**config.mk**
```make
export PLATFORM = sky130hd
export DESIGN_NAME = uart_move_tx
export DESIGN_NICKNAME = d
export VERILOG_FILES = /design/src/rtl/uart_move_tx.sv
export SDC_FILE = /design/constraint.sdc
export NUM_CORES = 1
export LEC_CHECK = 0
export BUFFER_PORTS_ARGS = -buffer_cell sky130_fd_sc_hd__buf_2
export CAP_MARGIN = 10
export CORE_MARGIN = 3
export CORE_UTILIZATION = 30
export DETAILED_ROUTE_END_ITERATION = 12
export SYNTH_ARGS = -nofsm -noshare
export SYNTH_HDL_FRONTEND = slang
export SYNTH_SLANG_ARGS = --single-unit
```
**constraint.sdc**
```tcl
create_clock -name clk_in -period 2.5 [get_ports clk_in]
set_input_delay 0.25 -clock clk_in [delete_from_list [all_inputs] [get_ports clk_in]]
set_output_delay 0.25 -clock clk_in [all_outputs]
set_load 0.02 [all_outputs]
```
**src/rtl/uart_move_tx.sv**
```systemverilog
// Buffered UART transmitter for the inter-board move link: a power-of-two FIFO feeds
// a START/DATA/STOP serializer. Define UART_MOVE_TX_PARITY_EN to add an even parity bit.
module uart_move_tx #(
  parameter int CLK_HZ     = 65_000_000,
  parameter int BAUD_RATE  = 9600,
  parameter int DIVISOR    = 6771,
  parameter int PKT_LEN    = 8,
  parameter int FIFO_DEPTH = 4
) (
  input  logic               clk_in,
  input  logic               rst_in_n,
  input  logic               trigger_in,
  input  logic [PKT_LEN-1:0] val_in,
  output logic               data_out,
  output logic               busy,
  output logic               fifo_full,
  output logic               overflow,
  output logic [2:0]         state_dbg
);

  localparam int CW = (DIVISOR > 1) ? $clog2(DIVISOR) : 1;
  localparam int BW = (PKT_LEN > 1) ? $clog2(PKT_LEN) : 1;
  localparam int AW = $clog2(FIFO_DEPTH);
  localparam logic [CW-1:0] CNT_LAST = CW'(DIVISOR - 1);
  localparam logic [BW-1:0] BIT_LAST = BW'(PKT_LEN - 1);

  if (DIVISOR < 2 || FIFO_DEPTH < 2 || (FIFO_DEPTH & (FIFO_DEPTH - 1)) != 0 ||
      BAUD_RATE <= 0 || CLK_HZ < BAUD_RATE) begin : g_bad_cfg
    $error("uart_move_tx: invalid parameter set");
  end

  typedef enum logic [2:0] {
    S_IDLE   = 3'd0,
    S_START  = 3'd1,
    S_DATA   = 3'd2,
    S_PARITY = 3'd3,
    S_STOP   = 3'd4
  } state_t;

  state_t             state_q, state_d;
  logic [CW-1:0]      clk_cnt_q, clk_cnt_d;
  logic [BW-1:0]      bit_cnt_q, bit_cnt_d;
  logic [PKT_LEN-1:0] shift_q, shift_d;
  logic               data_out_q, data_out_d;
  logic               overflow_q, overflow_d;
  logic [AW:0]        wr_ptr_q, wr_ptr_d;
  logic [AW:0]        rd_ptr_q, rd_ptr_d;
  logic [PKT_LEN-1:0] mem_q [FIFO_DEPTH];
`ifdef UART_MOVE_TX_PARITY_EN
  logic               parity_q, parity_d;
`endif

  logic               fifo_empty;
  logic               fifo_full_w;
  logic               pop;
  logic               push_ok;
  logic               bit_done;
  logic [PKT_LEN-1:0] head;

  // ---------------- FIFO ----------------
  // Push handshake: trigger_in is a one-cycle strobe with val_in valid on the same
  // edge; there is no backpressure, so a push into a full FIFO is dropped and flagged.
  assign fifo_empty  = (wr_ptr_q == rd_ptr_q);
  assign fifo_full_w = (wr_ptr_q[AW] != rd_ptr_q[AW]) &&
                       (wr_ptr_q[AW-1:0] == rd_ptr_q[AW-1:0]);
  assign head        = mem_q[rd_ptr_q[AW-1:0]];
  // A pop in the same cycle frees the head slot, so a push into a full FIFO still lands.
  assign push_ok     = trigger_in && (!fifo_full_w || pop);

  always_comb begin
    wr_ptr_d   = wr_ptr_q;
    rd_ptr_d   = rd_ptr_q;
    overflow_d = overflow_q;
    if (push_ok) begin
      wr_ptr_d = wr_ptr_q + 1'b1;
    end
    if (pop) begin
      rd_ptr_d = rd_ptr_q + 1'b1;
    end
    if (trigger_in && !push_ok) begin
      overflow_d = 1'b1;
    end
  end

  always_ff @(posedge clk_in) begin
    if (push_ok) begin
      mem_q[wr_ptr_q[AW-1:0]] <= val_in;
    end
  end

  // ---------------- serializer FSM ----------------
  assign bit_done = (clk_cnt_q == CNT_LAST);

  always_comb begin
    state_d    = state_q;
    clk_cnt_d  = clk_cnt_q;
    bit_cnt_d  = bit_cnt_q;
    shift_d    = shift_q;
    data_out_d = data_out_q;
    pop        = 1'b0;
`ifdef UART_MOVE_TX_PARITY_EN
    parity_d   = parity_q;
`endif

    if (state_q != S_IDLE) begin
      clk_cnt_d = bit_done ? '0 : clk_cnt_q + 1'b1;
    end

    case (state_q)
      S_IDLE: begin
        if (!fifo_empty) begin
          pop        = 1'b1;
          shift_d    = head;
`ifdef UART_MOVE_TX_PARITY_EN
          parity_d   = ^head;
`endif
          clk_cnt_d  = '0;
          data_out_d = 1'b0;
          state_d    = S_START;
        end
      end

      S_START: begin
        if (bit_done) begin
          data_out_d = shift_q[0];
          shift_d    = shift_q >> 1;
          bit_cnt_d  = '0;
          state_d    = S_DATA;
        end
      end

      S_DATA: begin
        if (bit_done) begin
          if (bit_cnt_q == BIT_LAST) begin
`ifdef UART_MOVE_TX_PARITY_EN
            data_out_d = parity_q;
            state_d    = S_PARITY;
`else
            data_out_d = 1'b1;
            state_d    = S_STOP;
`endif
          end else begin
            data_out_d = shift_q[0];
            shift_d    = shift_q >> 1;
            bit_cnt_d  = bit_cnt_q + 1'b1;
          end
        end
      end

`ifdef UART_MOVE_TX_PARITY_EN
      S_PARITY: begin
        if (bit_done) begin
          data_out_d = 1'b1;
          state_d    = S_STOP;
        end
      end
`endif

      S_STOP: begin
        if (bit_done) begin
          // Chain straight into the next START so queued moves go out gap-free.
          if (!fifo_empty) begin
            pop        = 1'b1;
            shift_d    = head;
`ifdef UART_MOVE_TX_PARITY_EN
            parity_d   = ^head;
`endif
            data_out_d = 1'b0;
            state_d    = S_START;
          end else begin
            state_d    = S_IDLE;
          end
        end
      end

      default: begin
        data_out_d = 1'b1;
        clk_cnt_d  = '0;
        state_d    = S_IDLE;
      end
    endcase
  end

  always_ff @(posedge clk_in) begin
    if (!rst_in_n) begin
      state_q    <= S_IDLE;
      clk_cnt_q  <= '0;
      bit_cnt_q  <= '0;
      shift_q    <= '0;
      data_out_q <= 1'b1;
      overflow_q <= 1'b0;
      wr_ptr_q   <= '0;
      rd_ptr_q   <= '0;
`ifdef UART_MOVE_TX_PARITY_EN
      parity_q   <= 1'b0;
`endif
    end else begin
      state_q    <= state_d;
      clk_cnt_q  <= clk_cnt_d;
      bit_cnt_q  <= bit_cnt_d;
      shift_q    <= shift_d;
      data_out_q <= data_out_d;
      overflow_q <= overflow_d;
      wr_ptr_q   <= wr_ptr_d;
      rd_ptr_q   <= rd_ptr_d;
`ifdef UART_MOVE_TX_PARITY_EN
      parity_q   <= parity_d;
`endif
    end
  end

  assign data_out  = data_out_q;
  assign busy      = (state_q != S_IDLE) || !fifo_empty;
  assign fifo_full = fifo_full_w;
  assign overflow  = overflow_q;
  assign state_dbg = state_q;

endmodule

```
==> results by group, run 1 <==
Run status
  • Status: finished, final reports clean

Worst setup path
  • Slowest CP cell: a2111o_1
  • Crit start category: flop
  • Delay-heaviest family, CP: compound AO/OA/AOI/OAI gates
  • CP Capture Type: flop
  • Worst Setup EP: shift_q[3]
  • Crit Path Class: flop to flop
  • Crit path DAT: 2.45 ns
  • Worst EP required: 2.72 ns
  • R2r startpoint: clk_cnt_q[0]
  • CP Launch Point: clk_cnt_q[0]
  • Crit-path max FO: 8
  • R2r setup slk: 0.27 ns
  • Critical Path Stages: 8
  • Critical R2R Capture: shift_q[3]
  • Worst r2r path cells: 8
  • CP max stage delay: 0.50 ns
  • Crit path buf inv count: 2
  • Crit-path cells: inv_1, ha_1, nand4b_4, o41ai_2, buf_4, o31ai_1, a2111o_1, mux2i_1

Floorplan
  • Die footprint: 11900 sq um
  • CORE AREA: 10300 sq um
  • Initial Util: 30.9%
  • Standard-cell rows: 37
  • Die Ht: 109 um
  • Die width: 109 um
  • Ports: 18

Final layout
  • Final #Nets: 319
  • Util after Layout: 35.1%
  • Ant. Diodes: 0
  • Layout cells sized above 1: 22.7%
  • Area Overhead vs Synth: 13.5%

Placement
  • RePlAce Congestion: 0.786
  • Post-place setup slack: 0.166 ns
  • Hpwl dp: 4.01 mm
  • Buffers on Ports: 17

Timing
  • Final TNS setup: 0 ns
  • Clock skew: 0.00646 ns
  • Fin worst setup slack: 0.273 ns
  • Relative slew slack: 60.8%
  • Final hold vios: 0
  • Finish-stage setup viols: 0
  • Worst-Margin Slew: 0.583 ns
  • RSZ-0062 raised after global routing: false
  • F_max: 0.449 GHz
  • Max Transition Viols Final: 0
  • Period utilization: 89.1%
  • Final min period: 2.23 ns

Synthesis
  • Yosys reg bits: 69
  • EDFF count, synth: 32
  • Most used DFF post-synth: dfxtp_1
  • Ys async rst share: 0%
  • Synthesized net count: 297
  • Yosys Warn Count: 0
  • Syn Inst Count: 277
  • Syn_area_per_cell: 11.5 sq um
  • Post-synthesis sequential area ratio: 53.4%
  • Synthesized cell area: 3190 sq um
  • Post-synthesis cell type count: 49

Routing
  • Post-Route WL: 5.66 mm
  • Wire per inst: 12.9 um
  • Drt first-iter violations: 71
  • Vias: 2079
  • Routed Antenna Nets: 0
  • # DRC: 0
  • Drt via density: 4.73
  • Pre-Repair DR Iteration Count: 4

Power
  • VDD IR max: 0.460 mV
  • Final Power: 2.99 mW
  • Leakage power: 1.35 nW
  • Power per cell area: 826 nW/um^2

GRT
  • Total GRT Usage: 10.8%
  • Largest net degree at the start of global routing: 20
  • First-pass GRT wire length: 9.65 mm
  • Initial antenna violation count: 0
  • Vias in the first global route: 1998
  • Grt ovf: 0

Clock network
  • CTS resizes: 0
  • Post-CTS setup buffers: 0
  • Clk Latency, worst-skew pair: 0.35 ns
  • TritonCTS clock tree: yes
  • Worst-case clock buffer depth: 2
  • Worst-path clk slew: 0.08 ns
  • TritonCTS Buffers: 9
  • Sinks on Clock Net: 69
  • H-tree levels: 3
  • Clock Root Buffer: clkbuf_8
  • Post-cts hold buffer count: 0

Hold path
  • HP Class: input pin to flop

Flow run
  • # Max-Cap Violations: 0
## through the flow
stage                     area [sq um]  instances  hold slack [ns]
after floorplan                   3190        277            0.349
after global routing              3620        440           0.0875
after global placement            3440        424            0.444
after CTS                         3620        440           0.0929
final                             3620        440            0.112
after detailed placement          3440        424            0.451
## worst reg2reg max path, cell delays in order (launching register included)
cell	delay (ns)
dfxtp_1	0.35
inv_1	0.07
ha_1	0.20
nand4b_4	0.15
o41ai_2	0.40
buf_4	0.19
o31ai_1	0.06
a2111o_1	0.50
mux2i_1	0.18
## Yosys cell counts, types with 2 or more instances
master	count	area [sq um]
a21oi_1	12	60.1
and2_1	4	25.0
and3_1	3	18.8
and3_2	2	15.0
clkbuf_1	12	45.0
dfxtp_1	37	741
edfxtp_1	32	961
ha_1	9	113
inv_1	8	30.0
mux2_2	8	90.1
mux2i_1	10	100
mux4_2	8	180
nand2_1	31	116
nand3_1	13	65.1
nand4_1	3	18.8
nor2_1	22	82.6
nor3_1	6	30.0
nor3b_1	2	15.0
o211ai_1	2	15.0
o21ai_0	4	20.0
o31ai_1	3	22.5
or3_1	4	25.0
xnor2_1	5	43.8
xor2_1	12	105
## routing by layer
metal | GRT usage (%) | wire length [um] | up-vias
met2 | 17.2 | 2730 | 43
li1 | - | - | 1048
met3 | 4.26 | 274 | 8
met4 | 4.06 | 59 | 0
met1 | 13.0 | 2600 | 980
met5 | 0 | 0 | -
## placed cells by master (no fill, tap or decap), types with 6 or more instances in the layout
cell      synthesis  layout
buf_4             0       8
mux4_2            8       8
mux2_2            8       8
nand2_1          31      31
dfxtp_1          37      37
a21oi_1          12      12
inv_1             8       8
nor2_1           22      22
mux2i_1          10      10
ha_1              9       9
buf_2             0      17
nor3_1            6       6
nand3_1          13      13
edfxtp_1         32      32
clkbuf_8          0       9
xor2_1           12      12
## power breakdown
group	switching, mW	total [mW]	internal [mW]
logic	0.404	0.778	0.374
registers	0.115	1.42	1.30
clock network	0.434	0.794	0.360
total	0.953	2.99	2.04
## cell families after synthesis
logic type	count (synthesis)	synth area share, %
adders and majority gates	9	3.53
xor gates and xnor gates	17	4.67
and+or+nand+nor	102	17.1
DFF	69	53.4
muxes	26	11.6
buffers and inverters	22	2.82
AOI/OAI and AO/OA	32	6.87
## state kept, by name, summed over array words and instances (netlist names), named ones only
signal	cells
rd_ptr_q	3
data_out	1
clk_cnt_q	13
mem_q	32
wr_ptr_q	3
bit_cnt_q	3
overflow	1
state_dbg	3
shift_q	8
## final cells by class
class | count | area, sq um
clock buffers | 9 | 124
clock inverters | 7 | 48.8
fillers | 1017 | 6700
inverters | 8 | 30.0
multi-input cells | 186 | 1400
flip-flops and latches | 69 | 1700
well taps | 136 | 170
repair buffers | 25 | 145
## worst min-delay path by stage
stage,from,end,slack (ns),cells past startpoint
final,val_in[2],mem_q[3][2],0.11,1
after global placement,shift_q[1],shift_q[1],0.44,2
after CTS,val_in[2],mem_q[3][2],0.09,1
after detailed placement,shift_q[7],shift_q[7],0.45,2
after floorplan,val_in[0],mem_q[0][0],0.35,0
after global routing,val_in[2],mem_q[3][2],0.09,1
No activity file was read; power rests on OpenSTA's default activity.
==> run 2, diff against run 1 <==
--- a/config.mk
+++ b/config.mk
@@ -5,6 +5,7 @@
 export SDC_FILE = /design/constraint.sdc
 export NUM_CORES = 1
 export LEC_CHECK = 0
+export ABC_AREA = 1
 export BUFFER_PORTS_ARGS = -buffer_cell sky130_fd_sc_hd__buf_2
 export CAP_MARGIN = 10
 export CORE_MARGIN = 3
==> results by group, run 2 <==
GRT
  • Layer with the highest usage: met2
  • Total GRT Usage: 11.7% (+0.94 points)
  • First-pass GRT wire length: 10.6 mm (+10%)
  • Largest net degree at the start of global routing: 18 (-10%)
  • Vias in the first global route: 2166 (+8.4%)
  • Initial antenna violation count: 0 (unchanged)
  • M3 GR Usage: 3.34% (-0.92 points)
  • Grt met2 use: 17.3% (+0.081 points)
  • Met1 Resource Use GR: 16.0% (+2.9 points)
  • Grt ovf: 0 (unchanged)

Timing
  • Hold Slack: 0.151 ns (+0.0387 ns)
  • Clock skew: 0.0108 ns (+0.00436 ns)
  • Final TNS setup: 0 ns (unchanged)
  • Period utilization: 82.1% (-6.9 points)
  • Final hold vios: 0 (unchanged)
  • Final min period: 2.05 ns (-0.173 ns)
  • Max Transition Viols Final: 0 (unchanged)
  • Worst-Margin Slew: 0.483 ns (-0.100 ns)
  • F_max: 0.487 GHz (+8.4%)
  • Finish-stage setup viols: 0 (unchanged)
  • RSZ-0062 raised after global routing: false
  • Relative slew slack: 67.8% (+6.9 points)

Clock network
  • Worst-case clock buffer depth: 2 (unchanged)
  • TritonCTS Buffers: 9 (unchanged)
  • H-tree levels: 3 (unchanged)
  • Post-cts hold buffer count: 0 (unchanged)
  • CTS resizes: 0 (unchanged)
  • TritonCTS clock tree: yes
  • Clock Root Buffer: clkbuf_8
  • Post-CTS setup buffers: 0 (unchanged)
  • Clk Latency, worst-skew pair: 0.35 ns (about the same)
  • Worst-path clk slew: 0.08 ns (about the same)
  • Sinks on Clock Net: 69 (unchanged)

Placement
  • Placed Area: 3400 sq um (-1.4%)
  • Inst Count DP: 509 (+20%)
  • Buffers on Ports: 17 (unchanged)
  • Hpwl dp: 4.71 mm (+18%)
  • RePlAce Congestion: 0.813 (+3.4%)

Synthesis
  • Synthesized cell area: 3140 sq um (-1.4%)
  • EDFF count, synth: 32 (unchanged)
  • Post-synthesis sequential area ratio: 54.1% (+0.76 points)
  • Post-synthesis cell type count: 30 (-39%)
  • Post-synthesis compound-gate area fraction: 8.91% (+2.0 points)
  • Adder-Cell Fraction of Synth Area: 3.58% (+0.051 points)
  • Most frequent cell after synthesis: nand2_1
  • Ys async rst share: 0% (unchanged)
  • Area share of the largest cell type after synthesis: 30.6% (+0.43 points)
  • Syn_area_per_cell: 8.73 sq um (-24%)
  • Yosys reg bits: 69 (unchanged)
  • Synth area leader: edfxtp_1
  • Simple-Gate Fraction of Synth Area: 24.0% (+6.9 points)
  • Mux cell area share after synthesis: 2.23% (-9.4 points)
  • Synth Area in XOR/XNOR: 1.67% (-3.0 points)
  • Yosys Warn Count: 0 (unchanged)
  • Syn Inst Count: 360 (+30%)
  • Largest family of logic cells by synthesized area: simple AND/OR/NAND/NOR gates
  • Most used DFF post-synth: dfxtp_1
  • Commonest cells in the netlist: nand2_1, nor2_1, dfxtp_1
  • Synthesized net count: 380 (+28%)
  • Top post-synthesis cells by area: edfxtp_1, dfxtp_1, nand2_1

Power
  • Clock Power Share: 25.8% (-0.8 points)
  • Sequential Power Share: 40.1% (-7.3 points)
  • Sw Pwr: 1.37 mW (+43%)
  • Switching Fraction: 38.5% (+6.7 points)
  • P_int: 2.18 mW (+7.0%)
  • Leakage power: 1.43 nW (+6.0%)
  • VDD IR max: 0.356 mV (-23%)
  • Final Power: 3.55 mW (+19%)
  • Logic pwr share: 34.1% (+8.1 points)
  • Power per cell area: 986 nW/um^2 (+19%)

Routing
  • Drt via density: 4.46 (-5.5%)
  • Vias: 2344 (+13%)
  • Routed Antenna Nets: 0 (unchanged)
  • Drt first-iter violations: 224 (+220%)
  • Post-Route WL: 6.44 mm (+14%)
  • Wire per inst: 12.3 um (-4.6%)
  • # DRC: 0 (unchanged)
  • Pre-Repair DR Iteration Count: 4 (unchanged)

Worst setup path
  • Worst r2r path cells: 11 (+3)
  • Crit start category: flop
  • CP Capture Type: flop
  • Worst EP required: 2.56 ns (-0.16 ns)
  • R2r startpoint: clk_cnt_q[0]
  • Crit-path max FO: 8 (unchanged)
  • Critical R2R Capture: mem_q[2][4]
  • R2r setup slk: 0.45 ns (+0.17 ns)
  • Crit Path Class: flop to flop
  • Crit path DAT: 2.11 ns (-0.34 ns)

Final layout
  • Max reg flops: 32 (unchanged)
  • Final Non-Filler Cells: 525 (+19%)
  • Final #Nets: 407 (+28%)
  • Layout cells sized above 1: 14.0% (-8.7 points)
  • Most frequent cells in the layout: nand2_1, nor2_1, dfxtp_1, edfxtp_1, inv_1
  • Most common cell after layout, fill and taps aside: nand2_1
  • Area Overhead vs Synth: 14.4%
  • Final Cell Area: 3600 sq um (-0.69%)
  • Ant. Diodes: 0 (unchanged)

Run status
  • Status: finished, final reports clean

Hold path
  • Hold path start: val_in[7]
  • Hold EP: mem_q[1][7]
  • HP Class: input pin to flop
  • Hold depth: 1 (unchanged)

Floorplan
  • CORE AREA: 10000 sq um (-3.1%)
  • Initial Util: 31.4% (+0.55 points)
  • Die footprint: 11700 sq um (-1.3%)
  • Standard-cell rows: 36 (-2.7%)
  • Die Ht: 108 um (-0.67%)
  • Die width: 108 um (-0.67%)
  • Ports: 18 (unchanged)

Flow run
  • # Max-Cap Violations: 0 (unchanged)
[run 2: layout make-up]
type | instances | area (sq um)
sequential | 69 | 1700
timing repair buffer | 23 | 130
fill | 1056 | 6400
clock inverter | 6 | 71.3
inverter | 34 | 128
multi-input combinational | 250 | 1270
clock buffer | 10 | 128
tap | 133 | 166
[run 2: critical path, cell delays in order (launching register included)]
cell     delay [ns]
dfxtp_1        0.34
inv_1          0.09
ha_1           0.15
nand2_1        0.05
nor2_1         0.12
nand3_2        0.14
nand2_1        0.14
nand2_2        0.12
nand2_1        0.14
nand2_1        0.18
nor2_1         0.13
buf_4          0.17
[run 2: worst max path at each step]
stage | startpoint | to | slack, ns | depth (start not counted)
6_report | clk_cnt_q[0] | mem_q[2][4] | 0.45 | 11
5_1_grt | clk_cnt_q[0] | mem_q[3][0] | 0.22 | 11
4_1_cts | clk_cnt_q[0] | mem_q[2][2] | 0.43 | 11
3_5_place_dp | clk_cnt_q[0] | mem_q[0][3] | 0.42 | 11
3_3_place_gp | clk_cnt_q[0] | mem_q[1][5] | 0.49 | 11
2_1_floorplan | clk_cnt_q[0] | mem_q[0][0] | 0.46 | 10
[run 2: kinds of logic after synthesis]
logic type	after synthesis
DFF	69
and+or+nand+nor	177
buffers and inverters	41
AOI/OAI and AO/OA	51
adders and majority gates	9
muxes	7
xor gates and xnor gates	6
[run 2: per-layer routing]
layer	part of all wire [%]	vias up
met2	44	40
li1	-	1234
met4	2.0	0
met1	50	1058
met3	4.0	12
met5	0	-
[run 2: stage by stage]
stage          utilization, %  setup slack [ns]
3_3_place_gp             34.0             0.491
6_report                 36.0             0.446
4_1_cts                  36.0             0.430
3_5_place_dp             34.0             0.425
5_1_grt                  36.0             0.216
2_1_floorplan               -             0.462
[run 2: power groups by stage]
| stage | sequential (mW) | clock (mW) | combinational [mW] |
|---|---|---|---|
| 2_1_floorplan | 1.43 | 0 | 0.973 |
| 5_1_grt | 1.44 | 0.981 | 1.37 |
| 6_report | 1.42 | 0.915 | 1.21 |
| 3_5_place_dp | 1.45 | 0 | 1.21 |
| 4_1_cts | 1.42 | 0.940 | 1.22 |
| 3_3_place_gp | 1.44 | 0 | 1.21 |
